--- config.mk ---
export PLATFORM = sky130hd
export DESIGN_NAME = music_sequencer
export DESIGN_NICKNAME = d
export VERILOG_FILES = /design/src/rtl/music_sequencer.sv
export SDC_FILE = /design/constraint.sdc
export NUM_CORES = 1
export LEC_CHECK = 0
export CAP_MARGIN = 25
export CORE_ASPECT_RATIO = 0.75
export CORE_UTILIZATION = 42
export CTS_BUF_LIST = sky130_fd_sc_hd__clkbuf_4 sky130_fd_sc_hd__clkbuf_8
export CTS_CLUSTER_DIAMETER = 120
export DETAILED_ROUTE_END_ITERATION = 16
export PLACE_DENSITY = 0.79
export SYNTH_ARGS = -nofsm -noshare
export SYNTH_HDL_FRONTEND = slang
export SYNTH_SLANG_ARGS = --single-unit
--- constraint.sdc ---
create_clock -name clk -period 1.8 [get_ports clk]
set_input_delay 0.18 -clock clk [delete_from_list [all_inputs] [get_ports clk]]
set_output_delay 0.18 -clock clk [all_outputs]
set_load 0.01 [all_outputs]
--- src/rtl/music_sequencer.sv ---
// ============================================================================
// Module   : music_sequencer
// Fetches note entries from a synchronous song ROM and drives the note-length
// timer and tone generator, with play/stop, rests, end markers and looping.
// Revision : 1.0
// ============================================================================
`default_nettype none

module music_sequencer #(
    parameter int          ADDR_W     = 8,
    parameter int          PITCH_W    = 6,
    parameter int unsigned START_ADDR = 0
) (
    input  logic                 clk,
    input  logic                 rst,
    input  logic                 play,
    input  logic                 stop,
    input  logic                 loop_en,
    input  logic                 note_change,
    output logic [ADDR_W-1:0]    rom_addr,
    input  logic [PITCH_W+3:0]   rom_data,
    output logic [3:0]           length,
    output logic [PITCH_W-1:0]   pitch,
    output logic                 tone_en,
    output logic                 busy,
    output logic                 song_done
);

    localparam logic [ADDR_W-1:0] c_START = ADDR_W'(START_ADDR);

    typedef enum logic [1:0] {
        S_IDLE  = 2'd0,
        S_FETCH = 2'd1,
        S_LOAD  = 2'd2,
        S_PLAY  = 2'd3
    } state_t;

    state_t               r_state;
    logic [ADDR_W-1:0]    r_addr;
    logic [3:0]           r_length;
    logic [PITCH_W-1:0]   r_pitch;
    logic                 r_tone_en;
    logic                 r_busy;
    logic                 r_song_done;
    logic                 r_played_any;

    state_t               w_state_nxt;
    logic [ADDR_W-1:0]    w_addr_nxt;
    logic [3:0]           w_length_nxt;
    logic [PITCH_W-1:0]   w_pitch_nxt;
    logic                 w_tone_en_nxt;
    logic                 w_song_done_nxt;
    logic                 w_played_any_nxt;

    logic [3:0]           w_code;
    logic                 w_is_end;

    assign w_code   = rom_data[PITCH_W+3:PITCH_W];
    assign w_is_end = (w_code[2:0] == 3'd0);

    always_ff @(posedge clk or posedge rst) begin
        if (rst) begin
            r_state      <= S_IDLE;
            r_addr       <= c_START;
            r_length     <= 4'd0;
            r_pitch      <= '0;
            r_tone_en    <= 1'b0;
            r_busy       <= 1'b0;
            r_song_done  <= 1'b0;
            r_played_any <= 1'b0;
        end else begin
            r_state      <= w_state_nxt;
            r_addr       <= w_addr_nxt;
            r_length     <= w_length_nxt;
            r_pitch      <= w_pitch_nxt;
            r_tone_en    <= w_tone_en_nxt;
            r_busy       <= (w_state_nxt != S_IDLE);
            r_song_done  <= w_song_done_nxt;
            r_played_any <= w_played_any_nxt;
        end
    end

    // stop outranks play, and both outrank whatever the current state wants
    always_comb begin
        w_state_nxt      = r_state;
        w_addr_nxt       = r_addr;
        w_length_nxt     = r_length;
        w_pitch_nxt      = r_pitch;
        w_tone_en_nxt    = r_tone_en;
        w_song_done_nxt  = 1'b0;
        w_played_any_nxt = r_played_any;

        if (stop) begin
            w_state_nxt   = S_IDLE;
            w_length_nxt  = 4'd0;
            w_tone_en_nxt = 1'b0;
        end else if (play) begin
            w_state_nxt      = S_FETCH;
            w_addr_nxt       = c_START;
            w_played_any_nxt = 1'b0;
            w_length_nxt     = 4'd0;
        end else begin
            case (r_state)
                S_IDLE: begin
                    w_length_nxt  = 4'd0;
                    w_tone_en_nxt = 1'b0;
                end
                S_FETCH: begin
                    w_state_nxt  = S_LOAD;
                    w_length_nxt = 4'd0;
                end
                S_LOAD: begin
                    if (w_is_end) begin
                        // played_any guards against spinning forever on an empty looped song
                        if (r_played_any && loop_en) begin
                            w_state_nxt      = S_FETCH;
                            w_addr_nxt       = c_START;
                            w_played_any_nxt = 1'b0;
                        end else begin
                            w_state_nxt     = S_IDLE;
                            w_song_done_nxt = 1'b1;
                            w_tone_en_nxt   = 1'b0;
                            w_length_nxt    = 4'd0;
                        end
                    end else begin
                        w_state_nxt      = S_PLAY;
                        w_length_nxt     = {1'b0, w_code[2:0]};
                        w_pitch_nxt      = rom_data[PITCH_W-1:0];
                        w_tone_en_nxt    = ~w_code[3];
                        w_played_any_nxt = 1'b1;
                    end
                end
                S_PLAY: begin
                    if (note_change) begin
                        w_state_nxt  = S_FETCH;
                        w_addr_nxt   = r_addr + ADDR_W'(1);
                        w_length_nxt = 4'd0;
                    end
                end
                default: begin
                    w_state_nxt = S_IDLE;
                end
            endcase
        end
    end

    assign rom_addr  = r_addr;
    assign length    = r_length;
    assign pitch     = r_pitch;
    assign tone_en   = r_tone_en;
    assign busy      = r_busy;
    assign song_done = r_song_done;

endmodule

`default_nettype wire

After elaboration in Yosys (flattened, before gate mapping) --
Cells that the tools add are included. W data, S select, Z words.
Word-level totals: bits in registers 24, input port bits 16, logic and storage cells 68
Cells by class: muxes and demuxes 31, add/sub/neg operators 1, bitwise gates (word level) 4, eq/ne operators 11, reductions and logical operators 13
Operator list (number):
- $mux W8 | 4
- $mux W4 | 5
- $pmux W8 S2 | 1
- $mux W1 | 14
- $pmux W4 S3 | 1
- $ne A3 B3 Y1 const B | 3
- $add A8 B1 Y8 const B | 1
- $mux W2 | 4
- $ne A4 B4 Y1 const B | 2
- $pmux W2 S3 | 1
- $reduce_and A3 Y1 | 2
- $reduce_bool A3 Y1 | 2
- $ne A5 B5 Y1 const B | 1
- $reduce_and A5 Y1 | 1
- $eq A2 B2 Y1 const B | 2
- $not A1 Y1 | 4
- $reduce_and A4 Y1 | 1
- $reduce_bool A2 Y1 | 2
- $logic_not A3 Y1 | 1
- $ne A3 B2 Y1 const B | 1
- $eq A2 B1 Y1 const B | 1
- $logic_not A2 Y1 | 1
- $ne A2 B1 Y1 const B | 1
- $pmux W1 S2 | 1
- 3 further kinds | 3

Longest topological paths before layout --
Gate-level depths: netlist of run 1.
word-level depth 7, mapped depth 5

Worst setup path after synthesis of run 1 --
OpenSTA, ideal clock, no wires.
path type register to register, start point register r_state[1], end point register r_pitch[0] (netlist: pitch[0]), clock period less this slack 1630 ps, arrival time 1506 ps, setup slack 170 ps, stages on the path, launching flop included 5, cell sequence dfrtp_1 -> or3b_2 -> nor2_1 -> nand2_2 -> mux2_2
Between the ends: longest elaborated chain between the ends 2
Ends and longest elaborated chain:
- start, declared | line 38 | state_t r_state;
- start signal, assigned | line 72 | r_state <= w_state_nxt;
- $eq A2 B2 Y1 | line 103 | case (r_state)
- $reduce_and A4 Y1 (no line)
- end signal, assigned | line 75 | r_pitch <= w_pitch_nxt;
- end, declared | line 41 | logic [PITCH_W-1:0] r_pitch;
Every way passes these cells. A chain may end at the register's enable or synchronous reset.

Worst setup path after layout of run 1 --
start point input port rom_data[8], end point register r_addr[7] (netlist: rom_addr[7])
Between the ends: longest elaborated chain between the ends 3
Ends and longest elaborated chain:
- start, declared | line 21 | input logic [PITCH_W+3:0] rom_data,
- $logic_not A3 Y1 | line 59 | assign w_is_end = (w_code[2:0] == 3'd0);
- $ne A3 B3 Y1 (no line)
- $reduce_and A5 Y1 (no line)
- end signal, assigned | line 64 | r_addr <= c_START;
- end signal, assigned | line 73 | r_addr <= w_addr_nxt;
- end, declared | line 39 | logic [ADDR_W-1:0] r_addr;
Every way passes these cells.

==> impl_metrics.json, run 1 <==
{
  "cts_setup_buffers": 0,
  "synthToLayoutAreaGrowth_pct": 48.65,
  "nets": 177,
  "cp_data_required_time_ps": 2060,
  "maxSlewViolCount": 0,
  "grt_pass1_wl_um": 4284,
  "grt_pass1_vias": 889,
  "grt_util_all_layers": 0.2137,
  "power-per-cell-area_nw_per_um2": 632.4,
  "cts_tree": "yes",
  "vias": 1000,
  "cts-resized-gates": 0,
  "synthCells": 105,
  "yosys_register_bits": 23,
  "synth.distinct_cells": 37,
  "hpwl_um": 1974,
  "drtAntennaViolNets": 0,
  "netlist_area_um2": 1114,
  "crit_type": "in2reg",
  "power.total_mw": 1.047,
  "core_um2": 2402,
  "hold_path_class": "in2async",
  "initial_core_util": 0.4635,
  "die_x_um": 61.46,
  "rows": 15,
  "fin_crit_ps": 1706,
  "fmax_mhz": 586.0,
  "die-area_um2": 2864,
  "wire_per_inst_um": 13.71,
  "clock_tree.root_cell": "clkbuf_4",
  "cp_data_arrival_time_ps": 1960,
  "design_area_um2": 1655,
  "post-route-drc-count": 0,
  "htree_levels": 1,
  "clkLatencyLatePin_ps": 320,
  "synthesis.nets": 122,
  "rsz0062_at_grt": "no",
  "viasPerCell": 5.181,
  "max_cap_violations": 0,
  "placed_cell_area_um2": 1628,
  "drive_above_1_share": 0.2201,
  "outcome": "complete, no violations",
  "crit_fanout": 6,
  "p_leak_nw": 0.7192,
  "multi_input_area_um2": 501.7,
  "cp-end-kind": "flop",
  "grt_max_degree": 24,
  "synth_enable_flop_cells": 0,
  "vdd_drop_max_v": 0.0004493,
  "cts.clk_slew.worst_paths_ps": 130,
  "dr.pass1.iters": 4,
  "placement.io_buffers": 35,
  "drtIter0Drc": 50,
  "routabilityCongestion": 0.7896,
  "yosysWarnings": 0,
  "num_antenna_cells": 0,
  "final_cells": 193,
  "grt_overflow_total": 0,
  "fillers": 212,
  "ff_latch_area_um2": 575.6,
  "cts_hold_buf": 0,
  "fin_skew_ps": 7.586,
  "io_pins": 37,
  "dp.cells": 189,
  "period_share": 0.9480,
  "ff2ff_setup_slack_ps": 150,
  "finalHoldViolCount": 0,
  "syn_avg_cell_area_um2": 10.61,
  "cts_buffers": 3,
  "drt-total-wl_um": 2646,
  "clock-sinks": 23,
  "synth_ff_type": "dfrtp_1",
  "clk_path_buf_depth": 2,
  "setup_viol": 0,
  "async_reset_ff_frac": 1.000,
  "antenna_found_initial": 0,
  "die_y_um": 46.60,
  "ys_seq_area_frac": 0.5169,
  "start_kind": "primary input"
}
-- cells in the final DEF (no fill, tap or decap), types with 2 or more instances in the layout --
cell type	n
a21oi_1	6
a22o_1	3
a311oi_1	2
a31oi_1	4
and3_1	2
buf_4	19
clkbuf_4	3
clkdlybuf4s50_1	35
dfrtp_1	23
inv_1	4
mux2_2	7
nand2_1	7
nand3_1	3
nand3b_1	2
nor2_1	6
nor2b_1	3
nor3_1	3
o21ai_0	2
o31ai_1	3
or3_1	2
or4_1	3
-- Yosys cell counts (2+ instances only) --
cell / n / share of area
nand2_1: 7 / 0.024
and3_1: 2 / 0.011
inv_1: 4 / 0.013
o21ai_0: 2 / 0.0090
nand3b_1: 2 / 0.013
a22o_1: 3 / 0.024
dfrtp_1: 23 / 0.52
a21oi_1: 6 / 0.027
nor2b_1: 3 / 0.017
nor2_1: 6 / 0.020
a311oi_1: 2 / 0.016
o31ai_1: 3 / 0.020
a31oi_1: 4 / 0.022
or4_1: 3 / 0.020
buf_2: 2 / 0.0090
mux2_2: 7 / 0.071
or3_1: 2 / 0.011
nor3_1: 3 / 0.013
nand3_1: 3 / 0.013
-- layer usage --
layer | global-route usage | vias to the layer above | part of all wire
li1 | - | 497 | -
met3 | 0.05899 | 0 | 0.053
met2 | 0.3283 | 34 | 0.48
met5 | 0 | - | 0
met4 | 0.02667 | 0 | 0
met1 | 0.3100 | 469 | 0.47
-- worst max-delay path, stage by stage --
cell and delay, ps:
clkdlybuf4s50_1 420, or3_1 440, o211a_4 280, or4_1 470
a21oi_1 160
-- metrics by stage --
stage                       util  setup TNS [ps]  hold WS [ps]  setup WS (ps)
final                     0.6891               0         173.5          93.56
after global routing      0.6891               0         187.1          9.187
after CTS                 0.6891               0         177.3          105.3
after detailed placement  0.6776           -1876         485.7         -237.0
after global placement    0.6776           -1379         487.1         -197.6
after floorplan                -               0         181.9          169.5
-- cell type report --
cell class	instances	area share
clock inverter	1	0.003023
sequential	23	0.3477
inverter	4	0.009070
timing repair buffer	54	0.2978
multi-input combinational	74	0.3031
clock buffer	3	0.01361
tap	34	0.02570
-- worst paths after layout --
path                             start           to  cells past startpoint
setup / recovery           rom_data[8]  rom_addr[7]                      5
hold / removal                     rst     pitch[5]                      3
setup reg to reg            r_state[0]  rom_addr[7]                      4
hold reg to reg            rom_addr[4]  rom_addr[4]                      1
max in group asynchronous          rst  rom_addr[3]                      3
min in group clk           rom_data[9]      tone_en                      2
-- where the power goes --
| part | switching (mW) | leakage, nW | internal (mW) |
|---|---|---|---|
| registers | 0.0224 | 0.312 | 0.552 |
| logic | 0.0899 | 0.389 | 0.136 |
| clock network | 0.163 | 0.0177 | 0.0833 |
-- cells by family (layout without fill, tap and decap cells) --
group	after synthesis	in the layout	share of synthesized area
mux	7	7	0.07079
buf+inv	8	62	0.03258
simple gates	40	40	0.2023
flops	23	23	0.5169
other cells	1	1	0.003368
compound gates	25	25	0.1629
fa+ha+maj	1	1	0.01123
-- registers in the layout (all words and copies together), names as in the netlist --
signal / cells
song_done: 1
busy: 1
length: 3
r_played_any: 1
r_state: 2
tone_en: 1
rom_addr: 8
pitch: 6
(Power assumes the default switching activity.)
==> run 2: changes to the inputs <==
Settings changed: CAP_MARGIN 25 to 5, CORE_MARGIN set to 2.
==> run 2 against run 1 <==
  * Non-clock buffer count shrank 2
  * Highest routed layer is now met4
  * Utilization shrank 4.8 points
  * Largest cell class unchanged
  * Final cell count is the same
  * Critical path type unchanged
  * Sequential power is essentially flat
==> impl_metrics.json, run 2 (synthesis gave the netlist of run 1 again) <==
{
  "cpMostUsedCell": "or3_1",
  "final_common_cell": "clkdlybuf4s50_1",
  "ff_latch_area_um2": 575.6,
  "initial_core_util": 0.4346,
  "power-per-cell-area_nw_per_um2": 636.0,
  "die_y_um": 48.60,
  "nets": 175,
  "crit_fanout": 5,
  "placement.io_buffers": 35,
  "cts.clk_slew.worst_paths_ps": 130,
  "final_cells": 193,
  "synthToLayoutAreaGrowth_pct": 47.53,
  "io_pins": 37,
  "fin_crit_ps": 1717,
  "final_cell_mix": "35 x clkdlybuf4s50_1, 23 x dfrtp_1, 17 x buf_4",
  "vdd_drop_max_v": 0.0004106,
  "slowest_delay_ps": 430,
  "cts_tree": "yes",
  "fmax_mhz": 582.5,
  "fillers": 224,
  "finalHoldViolCount": 0,
  "largest_reg_flops": 8,
  "placed_cell_area_um2": 1615,
  "wire_per_inst_um": 14.27,
  "design_area_um2": 1643,
  "htree_levels": 1,
  "power.total_mw": 1.045,
  "hpwl_um": 2137,
  "routabilityCongestion": 0.8411,
  "drtAntennaViolNets": 0,
  "grt_max_degree": 24,
  "cp_data_arrival_time_ps": 1990,
  "cts_setup_buffers": 0,
  "p_leak_nw": 0.7101,
  "ff2ff_setup_slack_ps": 180,
  "cts-resized-gates": 0,
  "clock_tree.root_cell": "clkbuf_4",
  "grt_util_all_layers": 0.1956,
  "drt-total-wl_um": 2755,
  "hold_path_class": "in2async",
  "clock-sinks": 23,
  "fin_skew_ps": 13.08,
  "start_kind": "primary input",
  "antenna_found_initial": 0,
  "cp_data_required_time_ps": 2070,
  "die-area_um2": 3084,
  "crit_type": "in2reg",
  "rows": 16,
  "maxSlewViolCount": 0,
  "viasPerCell": 5.378,
  "post-route-drc-count": 0,
  "die_x_um": 63.46,
  "period_share": 0.9538,
  "grt_pass1_wl_um": 4733,
  "num_antenna_cells": 0,
  "max_cap_violations": 0,
  "dp.cells": 189,
  "crit_chain": "clkdlybuf4s50_1 > or3_1 > buf_4 > or3_1 > a21oi_1 > a22o_1",
  "drtIter0Drc": 45,
  "vias": 1038,
  "drive_above_1_share": 0.2102,
  "setup_viol": 0,
  "cp-end-kind": "flop",
  "dr.pass1.iters": 4,
  "grt_overflow_total": 0,
  "grt_pass1_vias": 1031,
  "multi_input_area_um2": 501.7,
  "core_um2": 2562,
  "cts_hold_buf": 0,
  "rsz0062_at_grt": "no",
  "clkLatencyLatePin_ps": 320,
  "cts_buffers": 3,
  "slowest_stage": "clkdlybuf4s50_1",
  "clk_path_buf_depth": 2,
  "outcome": "complete, no violations"
}
==> run 2: cell count changes in the layout (fill, tap and decap cells not counted), sizes merged <==
| cell | delta |
|---|---|
| buf | -2 |
==> run 2: area by class of cell <==
cell class,count,share of cell area
sequential,23,0.3503
multi-input combinational,74,0.3054
timing repair buffer,52,0.2909
tap,36,0.02742
clock buffer,3,0.01371
inverter,4,0.009139
clock inverter,1,0.003046
==> run 2: worst max-delay path: cells and delay by family <==
kind / cells / cell delay, ps
and+or+nand+nor: 2 / 770
buffers and inverters: 2 / 610
AOI/OAI and AO/OA: 2 / 430
==> run 2: final timing paths <==
path,startpoint,to,cells after the start
min,rst,r_played_any,3
min reg2reg,rom_addr[4],rom_addr[4],1
max reg2reg,rom_addr[1],rom_addr[6],5
max in group asynchronous,rst,r_state[0],3
min in group clk,rom_data[9],tone_en,2
max,rom_data[8],length[0],6
==> run 2: metal layers <==
| metal | GRT usage | part of all wire | vias up | wire [µm] |
|---|---|---|---|---|
| met5 | 0 | 0 | - | 0 |
| met4 | 0.02899 | 0.0083 | 0 | 23 |
| met3 | 0.06047 | 0.049 | 5 | 135 |
| met2 | 0.3123 | 0.47 | 34 | 1301 |
| met1 | 0.2689 | 0.47 | 508 | 1295 |
| li1 | - | - | 491 | - |
==> run 2: stage by stage <==
| stage | hold WS (ps) | setup WS (ps) | utilization | TNS, ps |
|---|---|---|---|---|
| 4_1_cts | 186.1 | 90.43 | 0.6411 | 0 |
| 2_1_floorplan | 181.9 | 169.5 | - | 0 |
| 5_1_grt | 186.9 | 19.81 | 0.6411 | 0 |
| 6_report | 176.4 | 83.16 | 0.6411 | 0 |
| 3_5_place_dp | 487.9 | -262.5 | 0.6304 | -2865 |
| 3_3_place_gp | 488.1 | -167.9 | 0.6304 | -1852 |
==> run 2: report_power, final <==
part / total [mW] / switching [mW] / internal [mW]
clock: 0.243 / 0.160 / 0.0832
sequential: 0.575 / 0.0223 / 0.553
combinational: 0.227 / 0.0930 / 0.134
total: 1.04 / 0.275 / 0.770
==> run 3: changes to the inputs <==
Settings changed: CORE_UTILIZATION 42 to 55, DONT_BUFFER_PORTS set to 1, PLACE_DENSITY 0.79 to 0.75.
==> run 3 against run 2 <==
  * Largest cell class unchanged
  * Sequential power increased by 3.5%
  * Design area decreased by 22%
  * Via count decreased by 14%
  * First-iteration DRC count decreased by 49%
  * Non-clock buffer count decreased by 38
  * Wire length decreased by 15%
  * Register-to-register slack got worse by 110 ps
  * Critical path depth decreased by 2
  * Critical endpoint is now pitch[4]
  * Setup slack got worse by 12 ps
==> impl_metrics.json, run 3 (synthesis gave the netlist of run 1 again) <==
{
  "multi_input_area_um2": 504.2,
  "tightest_slew_ps": 501.3,
  "num_antenna_cells": 0,
  "drtIter0Drc": 23,
  "maxSlewViolCount": 0,
  "crit_type": "reg2reg",
  "rr_worst_depth": 4,
  "nets": 137,
  "hold_slack_ps": 9.848,
  "clk_path_buf_depth": 2,
  "dpl_worst_slack_ps": 124.6,
  "period_share": 0.9607,
  "fin_crit_ps": 1729,
  "antenna_found_initial": 0,
  "crit_fanout": 7,
  "dr.pass1.iters": 4,
  "start_kind": "flop",
  "htree_levels": 1,
  "cts_setup_buffers": 0,
  "ff2ff_setup_slack_ps": 70,
  "clkLatencyLatePin_ps": 300,
  "post-route-drc-count": 0,
  "fmax_mhz": 578.3,
  "rsz0062_at_grt": "no",
  "final_cells": 143,
  "power.total_mw": 0.9506,
  "worst_path_dominant_cell_family": "simple AND/OR/NAND/NOR gates",
  "design_area_um2": 1285,
  "grt_pass1_vias": 778,
  "core_um2": 1962,
  "p_leak_nw": 0.5644,
  "drt-total-wl_um": 2344,
  "ff_latch_area_um2": 575.6,
  "die_y_um": 42.97,
  "startpoint": "r_state[1]",
  "placement.io_buffers": 0,
  "drive_above_1_share": 0.1765,
  "holdPathStages": 2,
  "clock_tree.root_cell": "clkbuf_4",
  "crit_buf_inv": 0,
  "vdd_drop_max_v": 0.0006015,
  "hpwl_um": 1591,
  "viasPerCell": 6.224,
  "dp.cells": 129,
  "hold_path_class": "in2reg",
  "reg2reg_from": "r_state[1]",
  "synthToLayoutAreaGrowth_pct": 15.39,
  "io_pins": 37,
  "final_cell_mix": "23 x dfrtp_1, 10 x dlygate4sd3_1, 7 x mux2_2, 7 x nand2_1",
  "outcome": "complete, no violations",
  "r2r-end": "pitch[4]",
  "max_cap_violations": 0,
  "grt_max_degree": 24,
  "grt_pass1_wl_um": 3553,
  "grt_overflow_total": 0,
  "grt_util_all_layers": 0.1963,
  "finalHoldViolCount": 0,
  "fin_util": 0.6550,
  "slowest_delay_ps": 530,
  "die_x_um": 55.96,
  "initial_core_util": 0.5676,
  "routabilityCongestion": 0.8252,
  "setup_viol": 0,
  "die-area_um2": 2404,
  "slowest_stage": "or3b_2",
  "cts_tree": "yes",
  "setup-tns-final_ps": 0,
  "cp_data_required_time_ps": 2000,
  "crit_chain": "or3b_2 > nor2_1 > nand2_2 > mux2_2",
  "fillers": 157,
  "cts.clk_slew.worst_paths_ps": 120,
  "hp-start": "stop",
  "final_common_cell": "dfrtp_1",
  "drtAntennaViolNets": 0,
  "power-per-cell-area_nw_per_um2": 739.7,
  "placed_cell_area_um2": 1152,
  "cp-end-kind": "flop",
  "hold-path-endpoint": "r_played_any",
  "largest_reg_flops": 8,
  "cp_data_arrival_time_ps": 1930,
  "slew_headroom": 0.6633,
  "cts_buffers": 3,
  "postLayoutSetupSlackWorst_ps": 70.78,
  "rows": 14,
  "wire_per_inst_um": 16.39,
  "fin_skew_ps": 0.8807,
  "vias": 890,
  "clock-sinks": 23
}
run 3: changes by cell type in the layout (fill, tap and decap cells not counted), sizes merged:
cell | previous run | this run
clkdlybuf4s50 | 35 | 0
dlygate4sd3 | 0 | 10
buf | 17 | 4
clkinv | 1 | 0
clkbuf | 3 | 4
run 3: power breakdown:
group | switching, mW | internal (mW)
Combinational | 0.0517 | 0.0569
Sequential | 0.0424 | 0.553
Clock | 0.145 | 0.102
Total | 0.239 | 0.711
run 3: how the worst max path moves through the flow:
stage | slack, ps | cells after the start | endpoint
after floorplan | 170 | 4 | pitch[0]
after global placement | 130 | 4 | pitch[0]
after detailed placement | 120 | 4 | pitch[4]
after CTS | 90 | 4 | r_state[1]
after global routing | 8 | 4 | pitch[2]
final | 70 | 4 | pitch[4]
run 3: layout make-up:
| type | instances | share of cell area |
|---|---|---|
| flip-flops and latches | 23 | 0.4479 |
| inverters | 4 | 0.01168 |
| clock buffers | 4 | 0.02337 |
| well taps | 24 | 0.02337 |
| multi-input cells | 74 | 0.3924 |
| repair buffers | 14 | 0.1013 |
run 3: repair_timing:
action | CTS | global route
endpoints found under the hold margin | 29 | 3
resized for setup | 0 | 1
hold buffers | 7 | 3
setup endpoints to repair | 0 | 1
run 3: layer usage:
| layer | vias to the layer above | global-route usage | part of all wire |
|---|---|---|---|
| li1 | 416 | - | - |
| met1 | 429 | 0.2684 | 0.44 |
| met2 | 41 | 0.3071 | 0.48 |
| met3 | 4 | 0.06707 | 0.070 |
| met4 | 0 | 0.04286 | 0.012 |
| met5 | - | 0 | 0 |
